### src/rtl/spi_controller.sv
// rtl/spi_controller.sv - SPI mode-0 master that sends {rw, addr, wdata} frames and captures read data
module spi_controller #(
  parameter int WIDTH   = 8,
  parameter int ADDR_W  = 7,
  parameter int CLK_DIV = 4
) (
  input  logic              clk,
  input  logic              rst,
  input  logic              ena,
  input  logic              start,
  input  logic              rw,
  input  logic [ADDR_W-1:0] addr,
  input  logic [WIDTH-1:0]  wdata,
  output logic              busy,
  output logic              done,
  output logic [WIDTH-1:0]  rdata,
  output logic              spi_cs_n,
  output logic              spi_clk,
  output logic              spi_mosi,
  input  logic              spi_miso
);

  localparam int FRAME = 1 + ADDR_W + WIDTH;
  localparam int DIV_W = (CLK_DIV > 1) ? $clog2(CLK_DIV) : 1;
  localparam int BIT_W = $clog2(FRAME + 1);
  localparam logic [DIV_W-1:0] DIV_MAX = DIV_W'(CLK_DIV - 1);
  localparam logic [BIT_W-1:0] BIT_MAX = BIT_W'(FRAME - 1);

  typedef enum logic [1:0] {IDLE, SETUP, SHIFT, GAP} state_t;

  state_t            state_q;
  logic [DIV_W-1:0]  div_q;
  logic [BIT_W-1:0]  bit_q;
  logic [FRAME-1:0]  tx_q;
  logic [WIDTH-1:0]  rx_q;
  logic              rw_q;
  logic              busy_q;
  logic              done_q;
  logic [WIDTH-1:0]  rdata_q;
  logic              cs_n_q;
  logic              sclk_q;
  logic              mosi_q;
  logic [FRAME-1:0]  frame_d;

  // Reads put zeros in the data field regardless of wdata.
  assign frame_d = {rw, addr, rw ? {WIDTH{1'b0}} : wdata};

  always_ff @(posedge clk or posedge rst) begin
    if (rst) begin
      state_q <= IDLE;
      div_q   <= '0;
      bit_q   <= '0;
      tx_q    <= '0;
      rx_q    <= '0;
      rw_q    <= 1'b0;
      busy_q  <= 1'b0;
      done_q  <= 1'b0;
      rdata_q <= '0;
      cs_n_q  <= 1'b1;
      sclk_q  <= 1'b0;
      mosi_q  <= 1'b0;
    end else if (ena) begin
      done_q <= 1'b0;
      case (state_q)
        IDLE: begin
          // The done cycle is spent in IDLE; a start there is dropped.
          if (start && !done_q) begin
            rw_q    <= rw;
            tx_q    <= {frame_d[FRAME-2:0], 1'b0};
            mosi_q  <= frame_d[FRAME-1];
            cs_n_q  <= 1'b0;
            busy_q  <= 1'b1;
            div_q   <= '0;
            bit_q   <= '0;
            state_q <= SETUP;
          end
        end
        SETUP: begin
          if (div_q == DIV_MAX) begin
            div_q   <= '0;
            sclk_q  <= 1'b1;
            state_q <= SHIFT;
          end else begin
            div_q <= div_q + 1'b1;
          end
        end
        SHIFT: begin
          if (div_q == DIV_MAX) begin
            div_q <= '0;
            if (sclk_q) begin
              // Falling edge: sample MISO at the end of the high half, advance MOSI.
              sclk_q <= 1'b0;
              rx_q   <= {rx_q[WIDTH-2:0], spi_miso};
              mosi_q <= tx_q[FRAME-1];
              tx_q   <= {tx_q[FRAME-2:0], 1'b0};
            end else if (bit_q == BIT_MAX) begin
              bit_q   <= '0;
              cs_n_q  <= 1'b1;
              mosi_q  <= 1'b0;
              state_q <= GAP;
            end else begin
              bit_q  <= bit_q + 1'b1;
              sclk_q <= 1'b1;
            end
          end else begin
            div_q <= div_q + 1'b1;
          end
        end
        GAP: begin
          if (div_q == DIV_MAX) begin
            div_q   <= '0;
            done_q  <= 1'b1;
            busy_q  <= 1'b0;
            state_q <= IDLE;
            if (rw_q) begin
              rdata_q <= rx_q;
            end
          end else begin
            div_q <= div_q + 1'b1;
          end
        end
        default: state_q <= IDLE;
      endcase
    end
  end

  assign busy     = busy_q;
  assign done     = done_q;
  assign rdata    = rdata_q;
  assign spi_cs_n = cs_n_q;
  assign spi_clk  = sclk_q;
  assign spi_mosi = mosi_q;

endmodule

### config.mk
export PLATFORM = sky130hd
export DESIGN_NAME = spi_controller
export DESIGN_NICKNAME = d
export VERILOG_FILES = /design/src/rtl/spi_controller.sv
export SDC_FILE = /design/constraint.sdc
export NUM_CORES = 1
export LEC_CHECK = 0
export BUFFER_PORTS_ARGS = -buffer_cell sky130_fd_sc_hd__buf_2
export CORE_ASPECT_RATIO = 0.7
export CORE_MARGIN = 8
export CORE_UTILIZATION = 55
export CTS_CLUSTER_SIZE = 10
export DETAILED_ROUTE_END_ITERATION = 8
export PLACE_DENSITY = 0.78
export SYNTH_ARGS = -nofsm -noshare
export SYNTH_HDL_FRONTEND = slang
export SYNTH_SLANG_ARGS = --single-unit
### constraint.sdc
create_clock -name clk -period 6.3 [get_ports clk]
set_clock_uncertainty 0.1 [all_clocks]
set_input_delay 1.26 -clock clk [delete_from_list [all_inputs] [get_ports clk]]
set_output_delay 1.26 -clock clk [all_outputs]
set_load 0.02 [all_outputs]
### Word level (Yosys, flattened, before mapping)

Cells that the tools add are included.

* bits in registers: 47
* output and inout bits: 13

* $add $sub $neg: 2
* eq/ne operators: 13
* mux-type cells: 40
* reduce and logical (&&, ||, !) cells: 18

Operators with widths (count)
* $mux W16: 3
* $pmux W16 S2: 1
* $mux W5: 4
* $mux W1: 16
* $mux W2: 8
* $reduce_and A4 Y1: 4
* $reduce_and A5 Y1: 3
* $ne A2 B2 Y1 const B: 7
* $pmux W5 S2: 1
* $mux W8: 1
* $pmux W1 S2: 4
* $pmux W2 S4: 1
* $reduce_and A7 Y1: 1
* $eq A2 B2 Y1 const B: 3
* $reduce_and A6 Y1: 1
* $reduce_bool A2 Y1: 3
* $add A5 B1 Y5 const B: 1
* $eq A5 B4 Y1 const B: 1
* $pmux W2 S2: 1
* $ne A3 B3 Y1 const B: 1
* $reduce_and A3 Y1: 1
* $reduce_or A3 Y1: 1
* $add A2 B1 Y2 const B: 1
* $eq A2 B1 Y1 const B: 1
* 4 further kinds: 4

### Longest topological paths before layout

Gate-level depths: netlist of the first run.

* word-level depth: 5
* gate-level depth with buffers: 8
* mapped depth without buffers: 6

### Worst setup path before layout of the first run

No wires, ideal clock.

* path type: input -> register
* from: input start
* to: register cs_n_q (netlist: spi_cs_n)
* arrival: 2399 ps
* required time: 6117 ps
* path slack: 3717 ps
* stages: 4
* cells stage by stage: nand2b_1 a211o_1 or3_1 a221o_1

* cells in the longest elaborated chain, start to end: 3

RTL lines
* from (decl): RTL line 10 `input logic start,`
* $logic_and A1 B1 Y1: RTL line 67 `if (start && !done_q) begin`
* $ne A2 B2 Y1 (no source line)
* $reduce_and A6 Y1 (no source line)
* to (signal assigned): RTL line 59 `cs_n_q <= 1'b1;`
* to (signal assigned): RTL line 71 `cs_n_q <= 1'b0;`
* to (signal assigned): RTL line 98 `cs_n_q <= 1'b1;`
* to (decl): RTL line 40 `logic cs_n_q;`

No other way between the ends.
A chain may end at the register's enable or synchronous reset.

### Final worst setup path of the first run

* from: input ena
* to: register cs_n_q (netlist: spi_cs_n)

* cells in the longest elaborated chain, start to end: 1

RTL lines
* from (decl): RTL line 9 `input logic ena,`
* $reduce_and A6 Y1 (no source line)

No other way between the ends.

==> impl_metrics.json, run 1 <==
{
  "track_usage_pct": 14.6,
  "cts_buffers": 5,
  "via_per_inst": 5.55,
  "comb_power_share_pct": 35.0,
  "grt_max_degree": 47,
  "r2r-end": "spi_cs_n$_DFFE_PP1P_",
  "num_vias": 1581,
  "antenna_cells": 0,
  "first_iter_violations": 64,
  "swShare_pct": 36.5,
  "drt_pass1_iterations": 4,
  "critPathLaunch": "ena",
  "grt_pass1_wl_um": 7290,
  "nets": 259,
  "cp.required_ps": 6430,
  "cp_max_fo": 11,
  "rows": 19,
  "path_clk_slew_ps": 80,
  "route.detailed.drc": 0,
  "r2r-start": "state_q[0]$_DFFE_PP0P_",
  "hp-start": "rdata[0]$_DFFE_PP0P_",
  "syn_avg_cell_area_um2": 10.9,
  "die_h_um": 68.7,
  "hp-class": "register to register",
  "initial_core_util_pct": 56.4,
  "ys_seq_area_share_pct": 52.7,
  "fin_cells": 285,
  "totalWireLength_um": 4240,
  "max_freq_mhz": 403,
  "mostFrequentLayoutCell": "dfrtp_1",
  "antenna_found_initial": 0,
  "cts_tree": "yes",
  "postCtsSetupRepairBufs": 0,
  "fp.coreArea_um2": 3870,
  "total_power_mw": 1.02,
  "dpl.hpwl_um": 3050,
  "cts_buffer_depth": 2,
  "pre_cts_ws_ps": 3510,
  "fillCellCount": 317,
  "cpPeakStageDelay_ps": 410,
  "worstMarginPinSlew_ps": 620,
  "worstSkewPairLatency_ps": 310,
  "synth_top_area_cell": "dfrtp_1",
  "worstPathCellList": "buf_2 -> inv_1 -> a211o_1 -> or3_1 -> a221o_1",
  "peakVddDrop_uv": 248,
  "p_leak_nw": 1.20,
  "switchingPower_mw": 0.373,
  "setup_violations": 0,
  "ys_warn_count": 0,
  "final.setup.worst_slack_ps": 3820,
  "period_minus_slack_ps": 2480,
  "routedWlPerCell_um": 14.9,
  "dp_cells": 277,
  "ios": 34,
  "end_kind": "register",
  "die_area_um2": 6280,
  "max-slew-margin-rel_pct": 58.4,
  "die_w_um": 91.3,
  "p_int_mw": 0.648,
  "p_clk_share_pct": 21.8,
  "rsz0062_at_grt": "false",
  "p_per_area_nw_per_um2": 408,
  "clock-sinks": 46,
  "netlist_area_um2": 2180,
  "portBuffers": 33,
  "first_global_vias": 1584,
  "crit_path_end": "spi_cs_n$_DFFE_PP1P_",
  "finalSetupTns_ps": 0,
  "place_congestion": 0.846,
  "postSynthCellCount": 200,
  "ys_ff_latch": 46,
  "drv_cap": 0,
  "drive_gt1_share_pct": 27.9,
  "hold_viol": 0,
  "report.final.slew_viol_count": 0,
  "ant_nets": 0,
  "layout_common_cells": "45 x dfrtp_1, 33 x buf_2, 20 x nor2_1",
  "r2r_cells": 7,
  "root_buffer": "clkbuf_8",
  "ff2ff_setup_slack_ps": 3890,
  "setup.worst_path.class": "primary input to register",
  "synth_area_leaders": "dfrtp_1 52%, mux2_2 9.3%, a21oi_1 4.1%",
  "overflow": 0,
  "synth_top_area_share_pct": 51.5,
  "area_delta_synth_final_pct": 14.4,
  "fin_crit_sh_pct": 39.4,
  "post_cts_resized": 0,
  "crit_slowest_cell": "or3_1",
  "htreeDepth": 2,
  "seqPwrFrac_pct": 43.3,
  "outcome": "completed",
  "startpoint_type": "primary input",
  "synth_cell_types": 40,
  "syn_nets": 227,
  "hold_buffers": 0,
  "critical_path_arrival_ps": 2620
}
logic make-up (layout without fill, tap and decap cells):
logic type | count (synthesis) | in the layout | synth area share [%]
muxes | 27 | 27 | 13.4
buffers and inverters | 20 | 53 | 4.12
adders and majority gates | 6 | 6 | 3.44
and+or+nand+nor | 52 | 52 | 11.6
AOI/OAI and AO/OA | 49 | 49 | 14.7
DFF | 46 | 46 | 52.7
metrics by stage:
step / area (µm²) / util [%] / hold WS (ps)
after global placement: 2390 / 61.6 / 384
after floorplan: 2180 / - / 363
after CTS: 2500 / 64.5 / 410
final: 2500 / 64.5 / 406
after detailed placement: 2390 / 61.6 / 391
after global routing: 2500 / 64.5 / 431
worst min path at each step:
stage               slack [ps]  cells past startpoint              endpoint
floorplan                  360                      1  div_q[0]$_DFFE_PP0P_
global placement           380                      1  rdata[7]$_DFFE_PP0P_
detailed placement         390                      1  rdata[0]$_DFFE_PP0P_
CTS                        410                      1  rdata[0]$_DFFE_PP0P_
global route               430                      1  rdata[0]$_DFFE_PP0P_
finish                     410                      1  rdata[0]$_DFFE_PP0P_
sequential cells by signal (all words and copies together), names as in the netlist:
| signal | count |
|---|---|
| bit_q | 5 |
| busy | 1 |
| div_q | 2 |
| done | 1 |
| rdata | 8 |
| rw_q | 1 |
| rx_q | 8 |
| spi_clk | 1 |
| spi_cs_n | 1 |
| spi_mosi | 1 |
| state_q | 2 |
| tx_q | 15 |
worst max-delay path: cells and delay by family:
kind	cells	cell delay, ps
simple gates	1	410
buf+inv	2	290
compound gates	2	650
cell usage after synthesis:
library cell / instances
nand2_1: 9
ha_1: 6
o21ai_0: 8
a21oi_1: 18
nor3_1: 4
or3_1: 1
a211o_1: 1
a21boi_0: 2
mux2_2: 18
nand2b_1: 2
nor3b_1: 3
a211oi_1: 1
a2111oi_0: 1
buf_2: 6
nor2_1: 20
dfrtp_1: 45
nand4_1: 2
a22oi_1: 5
o221ai_1: 2
o21ai_1: 1
o31ai_1: 1
buf_1: 1
o2111a_1: 1
o21a_1: 1
dfstp_2: 1
buf_6: 1
nand3b_1: 1
clkbuf_1: 3
nand3_1: 5
mux2i_1: 9
o32a_1: 1
a2bb2oi_1: 1
inv_1: 9
nor2b_4: 1
nor2b_1: 2
a32o_1: 2
a221o_1: 1
a31oi_1: 1
and2_1: 2
o41ai_1: 1
layout make-up:
class	count	area, µm²	share of cell area (%)
clock inverters	3	43.8	1.75
inverters	9	33.8	1.35
clock buffers	5	68.8	2.75
well taps	52	65.1	2.60
repair buffers	36	188	7.51
multi-input cells	134	948	37.9
flip-flops and latches	46	1150	46.1
layer usage:
layer	vias up	GRT usage, %	share of wire [%]
li1	779	-	-
met1	748	19.4	50
met2	48	22.2	42
met3	6	4.54	6.2
met4	0	6.09	1.3
met5	-	0	0
power groups by stage:
stage                     logic (mW)  clock network (mW)  registers (mW)
after detailed placement       0.360                   0           0.446
after CTS                      0.360               0.226           0.441
after floorplan                0.280                   0           0.440
after global routing           0.404               0.238           0.453
after global placement         0.348                   0           0.441
final                          0.357               0.222           0.441
(Power assumes the default switching activity.)
==> run 2: changes to the inputs <==
Clock period 6.3 ns to 2.4 ns, I/O delays scaled along.
==> impl_metrics.json, run 2 (synthesized netlist as in run 1, its figures left out) <==
{
  "max-slew-margin-rel_pct": 69.6,
  "nets": 262,
  "antenna_found_initial": 0,
  "cts_buffer_depth": 2,
  "portBuffers": 33,
  "clock-sinks": 46,
  "track_usage_pct": 15.2,
  "fp.coreArea_um2": 3870,
  "p_leak_nw": 1.21,
  "htreeDepth": 2,
  "r2r_cells": 8,
  "hp-class": "primary input to async pin",
  "r2r-start": "state_q[0]$_DFFE_PP0P_",
  "setup.worst_path.class": "register to register",
  "die_area_um2": 6280,
  "outcome": "completed",
  "top_register": "tx_q",
  "hold_buffers": 0,
  "overflow": 0,
  "rows": 19,
  "area_delta_synth_final_pct": 16.0,
  "first_iter_violations": 89,
  "drt_pass1_iterations": 4,
  "cp.required_ps": 2530,
  "antenna_cells": 0,
  "placed_cell_area_um2": 2420,
  "grt_pass1_wl_um": 7590,
  "rsz0062_at_grt": "false",
  "holdWs_ps": 95.4,
  "ios": 34,
  "cts_buffers": 5,
  "routedWlPerCell_um": 14.8,
  "worstMarginPinSlew_ps": 454,
  "route.detailed.drc": 0,
  "place_congestion": 0.862,
  "mostFrequentLayoutCell": "dfrtp_1",
  "setup_violations": 0,
  "die_h_um": 68.7,
  "critical_path_arrival_ps": 2280,
  "totalWireLength_um": 4260,
  "hold_viol": 0,
  "grt_max_degree": 47,
  "p_per_area_nw_per_um2": 1070,
  "cp_max_fo": 30,
  "fin_crit_sh_pct": 89.7,
  "initial_core_util_pct": 56.4,
  "startpoint_type": "register",
  "ant_nets": 0,
  "period_minus_slack_ps": 2150,
  "r2r-end": "tx_q[8]$_DFFE_PP0P_",
  "max_freq_mhz": 464,
  "cts_tree": "yes",
  "end_kind": "register",
  "root_buffer": "clkbuf_8",
  "post_cts_resized": 0,
  "die_w_um": 91.3,
  "via_per_inst": 5.51,
  "drv_cap": 0,
  "drive_gt1_share_pct": 28.8,
  "postCtsSetupRepairBufs": 0,
  "layout_common_cells": "45 x dfrtp_1, 33 x buf_2, 20 x nor2_1",
  "dpl.hpwl_um": 3110,
  "fillCellCount": 323,
  "finalSetupTns_ps": 0,
  "path_clk_slew_ps": 90,
  "ff2ff_setup_slack_ps": 250,
  "report.final.slew_viol_count": 0,
  "first_global_vias": 1678,
  "num_vias": 1586,
  "worstSkewPairLatency_ps": 300,
  "largest_reg_flops": 15,
  "final_area_um2": 2530,
  "peakVddDrop_uv": 614
}
## run 2: cell types whose count changed in the layout (fill, tap and decap cells not counted), sizes merged
cell and change:
buf +3
## run 2: layout make-up
class | instances | area, µm² | share of cell area, %
Clock buffer | 5 | 68.8 | 2.71
Inverter | 9 | 33.8 | 1.33
Tap cell | 52 | 65.1 | 2.57
Multi-Input combinational cell | 134 | 948 | 37.4
Clock inverter | 3 | 43.8 | 1.73
Sequential cell | 46 | 1150 | 45.5
Timing Repair Buffer | 39 | 223 | 8.79
## run 2: worst max path at each step
stage | startpoint | to | cells past startpoint
floorplan | state_q[0]$_DFFE_PP0P_ | spi_cs_n$_DFFE_PP1P_ | 7
global placement | state_q[0]$_DFFE_PP0P_ | tx_q[4]$_DFFE_PP0P_ | 8
detailed placement | state_q[0]$_DFFE_PP0P_ | tx_q[11]$_DFFE_PP0P_ | 8
CTS | state_q[0]$_DFFE_PP0P_ | tx_q[8]$_DFFE_PP0P_ | 8
global route | state_q[0]$_DFFE_PP0P_ | tx_q[4]$_DFFE_PP0P_ | 8
finish | state_q[0]$_DFFE_PP0P_ | tx_q[8]$_DFFE_PP0P_ | 8
## run 2: critical path, cell delays in order (launching register included)
cell and delay (ps):
dfrtp_1 420, inv_1 90, ha_1 220, buf_4 190, mux2i_1 160, a2111oi_2 340
buf_4 350, nor2_1 80, a21oi_1 140
## run 2: metrics by stage
stage,power [mW],setup WS [ps],utilization (%),std cells
2_1_floorplan,1.89,322,-,200
3_3_place_gp,2.11,361,62.5,280
3_5_place_dp,2.15,287,62.5,280
4_1_cts,2.73,235,65.4,288
5_1_grt,2.92,56.4,65.4,288
6_report,2.72,247,65.4,288
## run 2: per-layer routing
layer,track usage [%],wire length (µm),vias up
met5,0,0,-
met1,19.1,2160,749
met3,4.43,224,7
met2,24.6,1820,44
li1,-,-,786
met4,6.69,61,0
## run 2: power by group
group          internal [mW]  switching (mW)  total, mW
logic                  0.422           0.555      0.977
registers              0.995           0.161       1.16
clock network          0.312           0.272      0.584
total                   1.73           0.988       2.72
